===== config.mk =====
export PLATFORM = sky130hd
export DESIGN_NAME = gemm_tile_ctrl
export DESIGN_NICKNAME = d
export VERILOG_FILES = /design/src/rtl/gemm_tile_ctrl.sv
export SDC_FILE = /design/constraint.sdc
export NUM_CORES = 1
export LEC_CHECK = 0
export CORE_UTILIZATION = 55
export CTS_CLUSTER_DIAMETER = 120
export CTS_CLUSTER_SIZE = 24
export DETAILED_ROUTE_END_ITERATION = 8
export PLACE_DENSITY = 0.85
export SETUP_SLACK_MARGIN = 0.15
export SYNTH_ARGS = -nofsm -noshare
export SYNTH_HDL_FRONTEND = slang
export SYNTH_SLANG_ARGS = --single-unit

===== constraint.sdc =====
create_clock -name clk_i -period 3.5 [get_ports clk_i]
set_input_delay 1.05 -clock clk_i [delete_from_list [all_inputs] [get_ports clk_i]]
set_output_delay 1.05 -clock clk_i [all_outputs]
set_load 0.01 [all_outputs]

===== src/rtl/gemm_tile_ctrl.sv =====
// Sequencer for the tile MAC array: walks (m, n, k) issues, generates operand
// SRAM addresses and array controls, and emits one C write per finished tile.
module gemm_tile_ctrl #(
  parameter int unsigned DimWidth  = 8,
  parameter int unsigned AddrWidth = 16
) (
  input  logic                 clk_i,
  input  logic                 rst_i,
  input  logic                 start_i,
  input  logic [DimWidth-1:0]  m_tiles_i,
  input  logic [DimWidth-1:0]  n_tiles_i,
  input  logic [DimWidth-1:0]  k_tiles_i,
  output logic                 busy_o,
  output logic                 done_o,
  output logic [AddrWidth-1:0] a_addr_o,
  output logic [AddrWidth-1:0] b_addr_o,
  output logic                 a_valid_o,
  output logic                 b_valid_o,
  output logic                 init_save_o,
  output logic                 acc_clr_o,
  output logic                 c_we_o,
  output logic [AddrWidth-1:0] c_addr_o
);

  typedef enum logic [1:0] {StIdle, StRun, StDrain, StDone} state_e;

  state_e                state_q, state_d;
  logic [DimWidth-1:0]   m_tiles_q, m_tiles_d, n_tiles_q, n_tiles_d, k_tiles_q, k_tiles_d;
  logic [DimWidth-1:0]   m_q, m_d, n_q, n_d, k_q, k_d;
  logic [AddrWidth-1:0]  a_addr_q, a_addr_d, b_addr_q, b_addr_d;
  logic [AddrWidth-1:0]  a_base_q, a_base_d, tile_q, tile_d;
  logic                  valid_q, valid_d, init_q, init_d, acc_clr_q, acc_clr_d;
  logic                  s1_last_q, s1_last_d;
  logic [AddrWidth-1:0]  s1_caddr_q, s1_caddr_d;
  logic                  c_we_q, c_we_d;
  logic [AddrWidth-1:0]  c_addr_q, c_addr_d;
  logic                  last_k, last_n, last_m, dims_ok;

  assign last_k  = (k_q == k_tiles_q - DimWidth'(1));
  assign last_n  = (n_q == n_tiles_q - DimWidth'(1));
  assign last_m  = (m_q == m_tiles_q - DimWidth'(1));
  assign dims_ok = (|m_tiles_i) && (|n_tiles_i) && (|k_tiles_i);

  always_comb begin
    state_d    = state_q;
    m_tiles_d  = m_tiles_q;
    n_tiles_d  = n_tiles_q;
    k_tiles_d  = k_tiles_q;
    m_d        = m_q;
    n_d        = n_q;
    k_d        = k_q;
    a_addr_d   = a_addr_q;
    b_addr_d   = b_addr_q;
    a_base_d   = a_base_q;
    tile_d     = tile_q;
    valid_d    = 1'b0;
    init_d     = 1'b0;
    acc_clr_d  = 1'b0;
    s1_last_d  = 1'b0;
    s1_caddr_d = s1_caddr_q;
    unique case (state_q)
      StIdle: begin
        if (start_i) begin
          if (dims_ok) begin
            state_d   = StRun;
            m_tiles_d = m_tiles_i;
            n_tiles_d = n_tiles_i;
            k_tiles_d = k_tiles_i;
            m_d       = '0;
            n_d       = '0;
            k_d       = '0;
            a_addr_d  = '0;
            b_addr_d  = '0;
            a_base_d  = '0;
            tile_d    = '0;
            acc_clr_d = 1'b1;
          end else begin
            state_d = StDone;
          end
        end
      end
      StRun: begin
        valid_d    = 1'b1;
        init_d     = (k_q == '0);
        s1_last_d  = last_k;
        s1_caddr_d = tile_q;
        if (!last_k) begin
          k_d      = k_q + DimWidth'(1);
          a_addr_d = a_addr_q + AddrWidth'(1);
          b_addr_d = b_addr_q + AddrWidth'(n_tiles_q);
        end else if (!last_n) begin
          k_d      = '0;
          n_d      = n_q + DimWidth'(1);
          tile_d   = tile_q + AddrWidth'(1);
          a_addr_d = a_base_q;
          b_addr_d = AddrWidth'(n_q) + AddrWidth'(1);
        end else if (!last_m) begin
          // a_addr is already m*K + K-1, so the next row base is one past it.
          k_d      = '0;
          n_d      = '0;
          m_d      = m_q + DimWidth'(1);
          tile_d   = tile_q + AddrWidth'(1);
          a_addr_d = a_addr_q + AddrWidth'(1);
          a_base_d = a_addr_q + AddrWidth'(1);
          b_addr_d = '0;
        end else begin
          state_d = StDrain;
        end
      end
      StDrain: begin
        if (c_we_q && !valid_q) state_d = StDone;
      end
      StDone: state_d = StIdle;
      default: state_d = StIdle;
    endcase
    c_we_d   = valid_q && s1_last_q;
    c_addr_d = c_we_d ? s1_caddr_q : c_addr_q;
  end

  always_ff @(posedge clk_i) begin
    if (rst_i) begin
      state_q    <= StIdle;
      m_tiles_q  <= '0;
      n_tiles_q  <= '0;
      k_tiles_q  <= '0;
      m_q        <= '0;
      n_q        <= '0;
      k_q        <= '0;
      a_addr_q   <= '0;
      b_addr_q   <= '0;
      a_base_q   <= '0;
      tile_q     <= '0;
      valid_q    <= 1'b0;
      init_q     <= 1'b0;
      acc_clr_q  <= 1'b0;
      s1_last_q  <= 1'b0;
      s1_caddr_q <= '0;
      c_we_q     <= 1'b0;
      c_addr_q   <= '0;
    end else begin
      state_q    <= state_d;
      m_tiles_q  <= m_tiles_d;
      n_tiles_q  <= n_tiles_d;
      k_tiles_q  <= k_tiles_d;
      m_q        <= m_d;
      n_q        <= n_d;
      k_q        <= k_d;
      a_addr_q   <= a_addr_d;
      b_addr_q   <= b_addr_d;
      a_base_q   <= a_base_d;
      tile_q     <= tile_d;
      valid_q    <= valid_d;
      init_q     <= init_d;
      acc_clr_q  <= acc_clr_d;
      s1_last_q  <= s1_last_d;
      s1_caddr_q <= s1_caddr_d;
      c_we_q     <= c_we_d;
      c_addr_q   <= c_addr_d;
    end
  end

  assign busy_o      = (state_q == StRun) || (state_q == StDrain);
  assign done_o      = (state_q == StDone);
  assign a_addr_o    = a_addr_q;
  assign b_addr_o    = b_addr_q;
  assign a_valid_o   = valid_q;
  assign b_valid_o   = valid_q;
  assign init_save_o = init_q;
  assign acc_clr_o   = acc_clr_q;
  assign c_we_o      = c_we_q;
  assign c_addr_o    = c_addr_q;

endmodule


==> impl_metrics.toml, run 1 <==
[yosys]
yosysWarnings = 0
synth_seq_cells = 151
synth_area_um2 = 7990
synth_area_leaders = "dfxtp_1 38%, mux2i_1 8.0%, nand2_1 4.6%"
ys_types = 73
synthFlopType = "dfxtp_1"
synth_top_area_share_pct = 37.8
yosys.area.top_type = "dfxtp_1"
async_flop_share_pct = 0
syn_nets = 984
synth-edff-count = 0
synth.avg_cell_area_um2 = 8.56
synthCells = 934
yosysSeqAreaShare_pct = 37.8

[clocking]
numCtsBuffers = 17
cts_hold_buf = 0
cts_num_sinks = 151
clockBufferDepth = 2
root_buffer = "clkbuf_16"
cts_tree = "done"
path_clk_slew_ns = 0.06
clock_latency_ns = 0.44
ctsHtreeMaxLevel = 4

[critical_path]
reg2reg_slack_ns = 0.32
worstSetupEndpointType = "flop"
reg2reg_depth = 9
arrival_ns = 3.68
worstPathRequired_ns = 3.87
slowest_stage = "clkdlybuf4s50_1"
path_cells = "clkdlybuf4s50_1 > nor4_1 > nand2_1 > nand4b_1 > o21ai_1 > a41oi_1 > buf_12 > or4_1 > a21oi_1"
r2r-end = "m_q[7]"
crit_fanout = 22
rr_startpoint = "state_q[1]"
critPathMaxStageDelay_ns = 0.54
start_kind = "input port"
path_class = "in2reg"

[flow_run]
max_cap_viol_count = 0

[drt]
drc = 0
wl_met1_mm = 9.23
avgRoutedWirePerCell_um = 17.1
via_count = 7453
vias_per_cell = 6.14
routed-wl-met3_mm = 1.42
topRoutingLayerUsed = "met4"
first_pass_iters = 5
wl_met2_mm = 9.60
drt-total-wl_mm = 20.8
drt_iter0_drc = 542
drtAntennaViolNets = 0

[layout]
ff_latch_area_um2 = 3020
multi_input_comb_area_um2 = 4640
syn_to_final_growth_pct = 21.8
final_common_cell = "dfxtp_1"
fill_cells = 1066
drive_gt1_share_pct = 8.71
final_nets = 1070
most-common-layout-cells = "151 x dfxtp_1, 97 x nand2_1, 87 x nor2_1"
antennaDiodeCount = 0
design_area_um2 = 9730

[timing]
rsz0062_at_grt = "true"
finalCriticalPeriod_ns = 3.32
finalCritPeriodShare_pct = 94.8
setup_viol = 0
maxSlewViolCount = 0
setup_slack_ns = 0.182
tns_ns = 0
skew_ns = 0.0106
finalHoldViolations = 0
maxSlewHeadroom_pct = 38.0
tightest_slew_ns = 0.924
max_freq_mhz = 301
hold-worst-slack_ns = 0.454

[pwr]
internal_power_mw = 3.61
power_mw = 5.51
p_seq_share_pct = 36.3
swShare_pct = 34.6
peakVddDrop_mv = 0.376
power.leakage_nw = 3.72
power_density_nw_per_um2 = 566
p_switching_mw = 1.91
clockPowerShare_pct = 32.5
p_comb_share_pct = 31.2

[min_path]
min_path_cells = 2
hold_path_class = "reg2reg"
holdCritStartpoint = "s1_caddr_q[6]"
min_to = "c_addr_o[6]"

[die]
rows = 43
coreArea_um2 = 14000
start_util_pct = 56.9
chipWidth_um = 123
die_area_um2 = 15000
io_pins = 82
fp.dieH_um = 123

[placed_design]
gp_congestion = 0.885
port_buffers = 81
dp_hpwl_mm = 13.4
place_ws_ns = -0.00661
dpl-instance-area_um2 = 9120

[grt]
grt_max_degree = 110
grt_pass1_vias = 6768
grt_pass1_wl_mm = 33.0
antenna_found_initial = 0
overflow = 0
track_usage_pct = 28.1

[status]
run_status = "complete, no violations"
-- flip-flops by register name, indices dropped and copies added, names as in the netlist, 2 cells and up --
signal	count
a_addr_o	16
a_base_q	16
b_addr_o	16
c_addr_o	16
s1_caddr_q	16
tile_q	16
k_q	8
k_tiles_q	8
m_q	8
m_tiles_q	8
n_q	8
n_tiles_q	8
state_q	2
-- what timing repair did --
| action | CTS | global route |
|---|---|---|
| buffers inserted | 0 | 1 |
| cloned | 1 | 0 |
| pin swaps | 1 | 1 |
| resized for setup | 0 | 1 |
| setup endpoints to repair | 11 | 17 |
-- power groups by stage --
| stage | clock (mW) | combinational [mW] | sequential (mW) |
|---|---|---|---|
| detailed placement | 0 | 1.64 | 2.03 |
| finish | 1.79 | 1.72 | 2.00 |
| CTS | 1.81 | 1.68 | 2.00 |
| floorplan | 0 | 1.15 | 2.00 |
| global placement | 0 | 1.61 | 2.03 |
| global route | 1.89 | 1.85 | 2.02 |
-- stage by stage --
step | util (%) | std cells
2_1_floorplan | - | 934
5_1_grt | 69.3 | 1213
4_1_cts | 69.2 | 1212
6_report | 69.3 | 1213
3_5_place_dp | 65.0 | 1179
3_3_place_gp | 65.0 | 1179
-- worst max-delay path by stage --
| stage | end | start | depth (start not counted) |
|---|---|---|---|
| after floorplan | m_q[2] | n_tiles_i[7] | 10 |
| after global placement | a_addr_o[10] | k_tiles_q[0] | 9 |
| after detailed placement | b_addr_o[9] | k_tiles_i[2] | 9 |
| after CTS | a_addr_o[6] | k_tiles_q[0] | 9 |
| after global routing | m_q[6] | n_tiles_i[4] | 9 |
| final | m_q[7] | n_tiles_i[4] | 9 |
-- layer usage --
layer  GRT usage, %  vias to the layer above
met5              0                        -
li1               -                     3590
met4           11.3                        0
met3           5.99                       46
met2           45.8                      324
met1           36.0                     3493
-- worst max-delay path: cells and delay by family --
kind	cells	cell delay, ns
AO/OA/AOI/OAI	3	1.01
AND/OR/NAND/NOR	4	0.83
buffers and inverters	2	0.79
-- cell usage after synthesis, types with 5 or more instances --
cell,count
dfxtp_1,151
nand2_1,97
nor2_1,87
mux2i_1,64
a21oi_1,60
nand3_1,40
inv_1,35
clkbuf_1,31
xnor2_1,29
or3_1,26
o21ai_0,24
ha_1,22
o31ai_1,20
xor2_1,20
and3_1,17
a211oi_1,15
nor3_1,15
a31oi_1,13
or4_1,13
nand4_1,11
o32ai_1,11
buf_2,10
o22a_1,10
nor4_1,8
buf_1,5
nor2b_1,5
nor3b_1,5
o2bb2ai_1,5
-- layout make-up --
cell class                      count  share of cell area [%]
Timing Repair Buffer              118                    11.7
Inverter                           37                    1.43
Clock buffer                       20                    4.69
Multi-Input combinational cell    695                    47.6
Sequential cell                   151                    31.1
Tap cell                          180                    2.31
Clock inverter                     12                    1.21
-- kinds of logic after synthesis --
kind of cell             share of synthesized area, %
adder cells (fa/ha/maj)                          3.69
flip-flops                                       37.8
AO/OA/AOI/OAI                                    18.4
AND/OR/NAND/NOR                                  21.7
buffers and inverters                            4.71
XOR/XNOR                                         5.65
multiplexers                                     8.01
(Power assumes the default switching activity.)
==> run 2, diff against run 1 <==
Settings changed: CORE_MARGIN from default to 5.
==> run 2 against run 1 <==
Compared with the run above:
- hold slack got worse by 0.0051 ns
- clock skew down 0.0015 ns
- sequential share of layout area rose by 0.056 points
- clock power up 3%
- first-iteration DRC count up 9.6%
- maximum frequency is 5.8% higher
- via count decreased by 0.91%
==> impl_metrics.toml, run 2 (synthesis gave the netlist of run 1 again) <==
[timing]
setup_slack_ns = 0.365
finalCritPeriodShare_pct = 89.6
setup_viol = 0
finalHoldViolations = 0
tightest_slew_ns = 0.716
rsz0062_at_grt = "false"
finalCriticalPeriod_ns = 3.13
tns_ns = 0
maxSlewViolCount = 0
maxSlewHeadroom_pct = 52.1
max_freq_mhz = 319
skew_ns = 0.00903

[drt]
drc = 0
wl_met1_mm = 9.38
drt_iter0_drc = 594
via_count = 7385
vias_per_cell = 6.09
avgRoutedWirePerCell_um = 17.5
topRoutingLayerUsed = "met4"
routed-wl-met3_mm = 1.47
drtAntennaViolNets = 0
drt-total-wl_mm = 21.2
first_pass_iters = 5
wl_met2_mm = 9.98

[critical_path]
slowest_stage = "o41a_1"
reg2reg_depth = 9
path_buf_inv = 2
start_kind = "flop"
r2r-end = "a_addr_o[2]"
cp_common_cell = "buf_4"
path_cells = "buf_4 > nor3_1 > xnor2_1 > a2111oi_2 > o2111ai_2 > buf_4 > o41a_1 > o31a_1 > o32ai_1"
reg2reg_slack_ns = 0.37
worstSetupEndpointType = "flop"
crit_fanout = 16
critPathMaxStageDelay_ns = 0.67
arrival_ns = 3.47
critical_path.top_delay_family = "compound AO/OA/AOI/OAI gates"
rr_startpoint = "k_tiles_q[0]"
worstPathRequired_ns = 3.84
path_class = "reg2reg"

[clocking]
cts_tree = "done"
clockBufferDepth = 2
numCtsBuffers = 17
cts_num_sinks = 151
ctsHtreeMaxLevel = 4
path_clk_slew_ns = 0.06
root_buffer = "clkbuf_16"
clock_latency_ns = 0.43

[min_path]
min_path_cells = 2
holdCritStartpoint = "a_base_q[10]"
min_to = "a_base_q[10]"
hold_path_class = "reg2reg"

[placed_design]
gp_congestion = 0.902
place_ws_ns = -0.0499
dp_hpwl_mm = 14.1
dpl.cell_count = 1179
port_buffers = 81

[layout]
antennaDiodeCount = 0
final_common_cell = "dfxtp_1"
most-common-layout-cells = "151 x dfxtp_1, 97 x nand2_1, 86 x nor2_1"
drive_gt1_share_pct = 8.37
syn_to_final_growth_pct = 21.5
fin_cells = 1212
fill_cells = 1079
final_nets = 1066
ff_latch_area_um2 = 3020
multi_input_comb_area_um2 = 4640

[die]
fp.dieH_um = 131
rows = 44
io_pins = 82
coreArea_um2 = 14400
start_util_pct = 55.6
die_area_um2 = 17000
chipWidth_um = 131

[pwr]
power.leakage_nw = 3.71
power_density_nw_per_um2 = 570
power_mw = 5.53
peakVddDrop_mv = 0.419

[grt]
antenna_found_initial = 0
grt_pass1_vias = 7034
overflow = 0
grt_max_degree = 48
track_usage_pct = 24.9
grt_pass1_wl_mm = 34.5

[status]
run_status = "complete, no violations"

[flow_run]
max_cap_viol_count = 0
==> run 2: cell count changes in the layout (fill, tap and decap cells not counted), sizes merged <==
cell	before	now
clkinvlp	4	1
clkbuf	20	19
inv	39	37
buf	38	34
bufinv	1	3
clkinv	5	8
==> run 2: power breakdown <==
| group | switching (mW) | internal [mW] | total [mW] |
|---|---|---|---|
| registers | 0.152 | 1.85 | 2.00 |
| clock network | 0.736 | 1.12 | 1.85 |
| logic | 0.980 | 0.700 | 1.68 |
==> run 2: metrics by stage <==
stage | hold slack (ns) | instance area (µm²) | utilization [%]
after floorplan | 0.431 | 7990 | -
after global placement | 0.437 | 9090 | 63.2
after detailed placement | 0.443 | 9090 | 63.2
after CTS | 0.451 | 9690 | 67.4
after global routing | 0.468 | 9720 | 67.6
final | 0.449 | 9720 | 67.6
==> run 2: what timing repair did <==
action	CTS	global route
setup buffers	0	1
pin swaps	1	1
endpoints found under the setup margin	12	33
cloned	1	0
resized for setup	0	4
hold buffers	0	0
==> run 2: worst min-delay path, cell delays in order, from the launching register on <==
cell     delay [ns]
dfxtp_1        0.30
nand2_1        0.05
a21oi_1        0.05
==> run 2: layout make-up <==
| cell class | instances | share of cell area (%) |
|---|---|---|
| sequential | 151 | 31.1 |
| clock buffer | 19 | 4.46 |
| clock inverter | 12 | 1.57 |
| multi-input combinational | 695 | 47.8 |
| inverter | 37 | 1.43 |
| timing repair buffer | 114 | 11.3 |
| tap | 184 | 2.37 |
==> run 2: how the worst max path moves through the flow <==
stage	from	end	slack (ns)	depth (start not counted)
2_1_floorplan	n_tiles_i[7]	m_q[2]	0.37	10
5_1_grt	k_tiles_q[0]	a_addr_o[2]	0.15	9
6_report	k_tiles_q[0]	a_addr_o[2]	0.37	9
4_1_cts	k_tiles_q[0]	a_addr_o[7]	0.20	9
3_3_place_gp	k_tiles_q[0]	a_addr_o[3]	0.06	9
3_5_place_dp	k_tiles_q[0]	a_addr_o[10]	-0.05	9
==> run 2: per-layer routing <==
layer / vias up / GRT usage (%)
met2: 267 / 41.2
met4: 0 / 7.99
met3: 31 / 5.24
met1: 3516 / 32.7
li1: 3571 / -
met5: - / 0
==> run 3, diff against run 2 <==
Settings changed: CORE_MARGIN 5 to default.
==> results of run 3 <==
No change in the layout: final DEF, timing and power equal those of run 1.
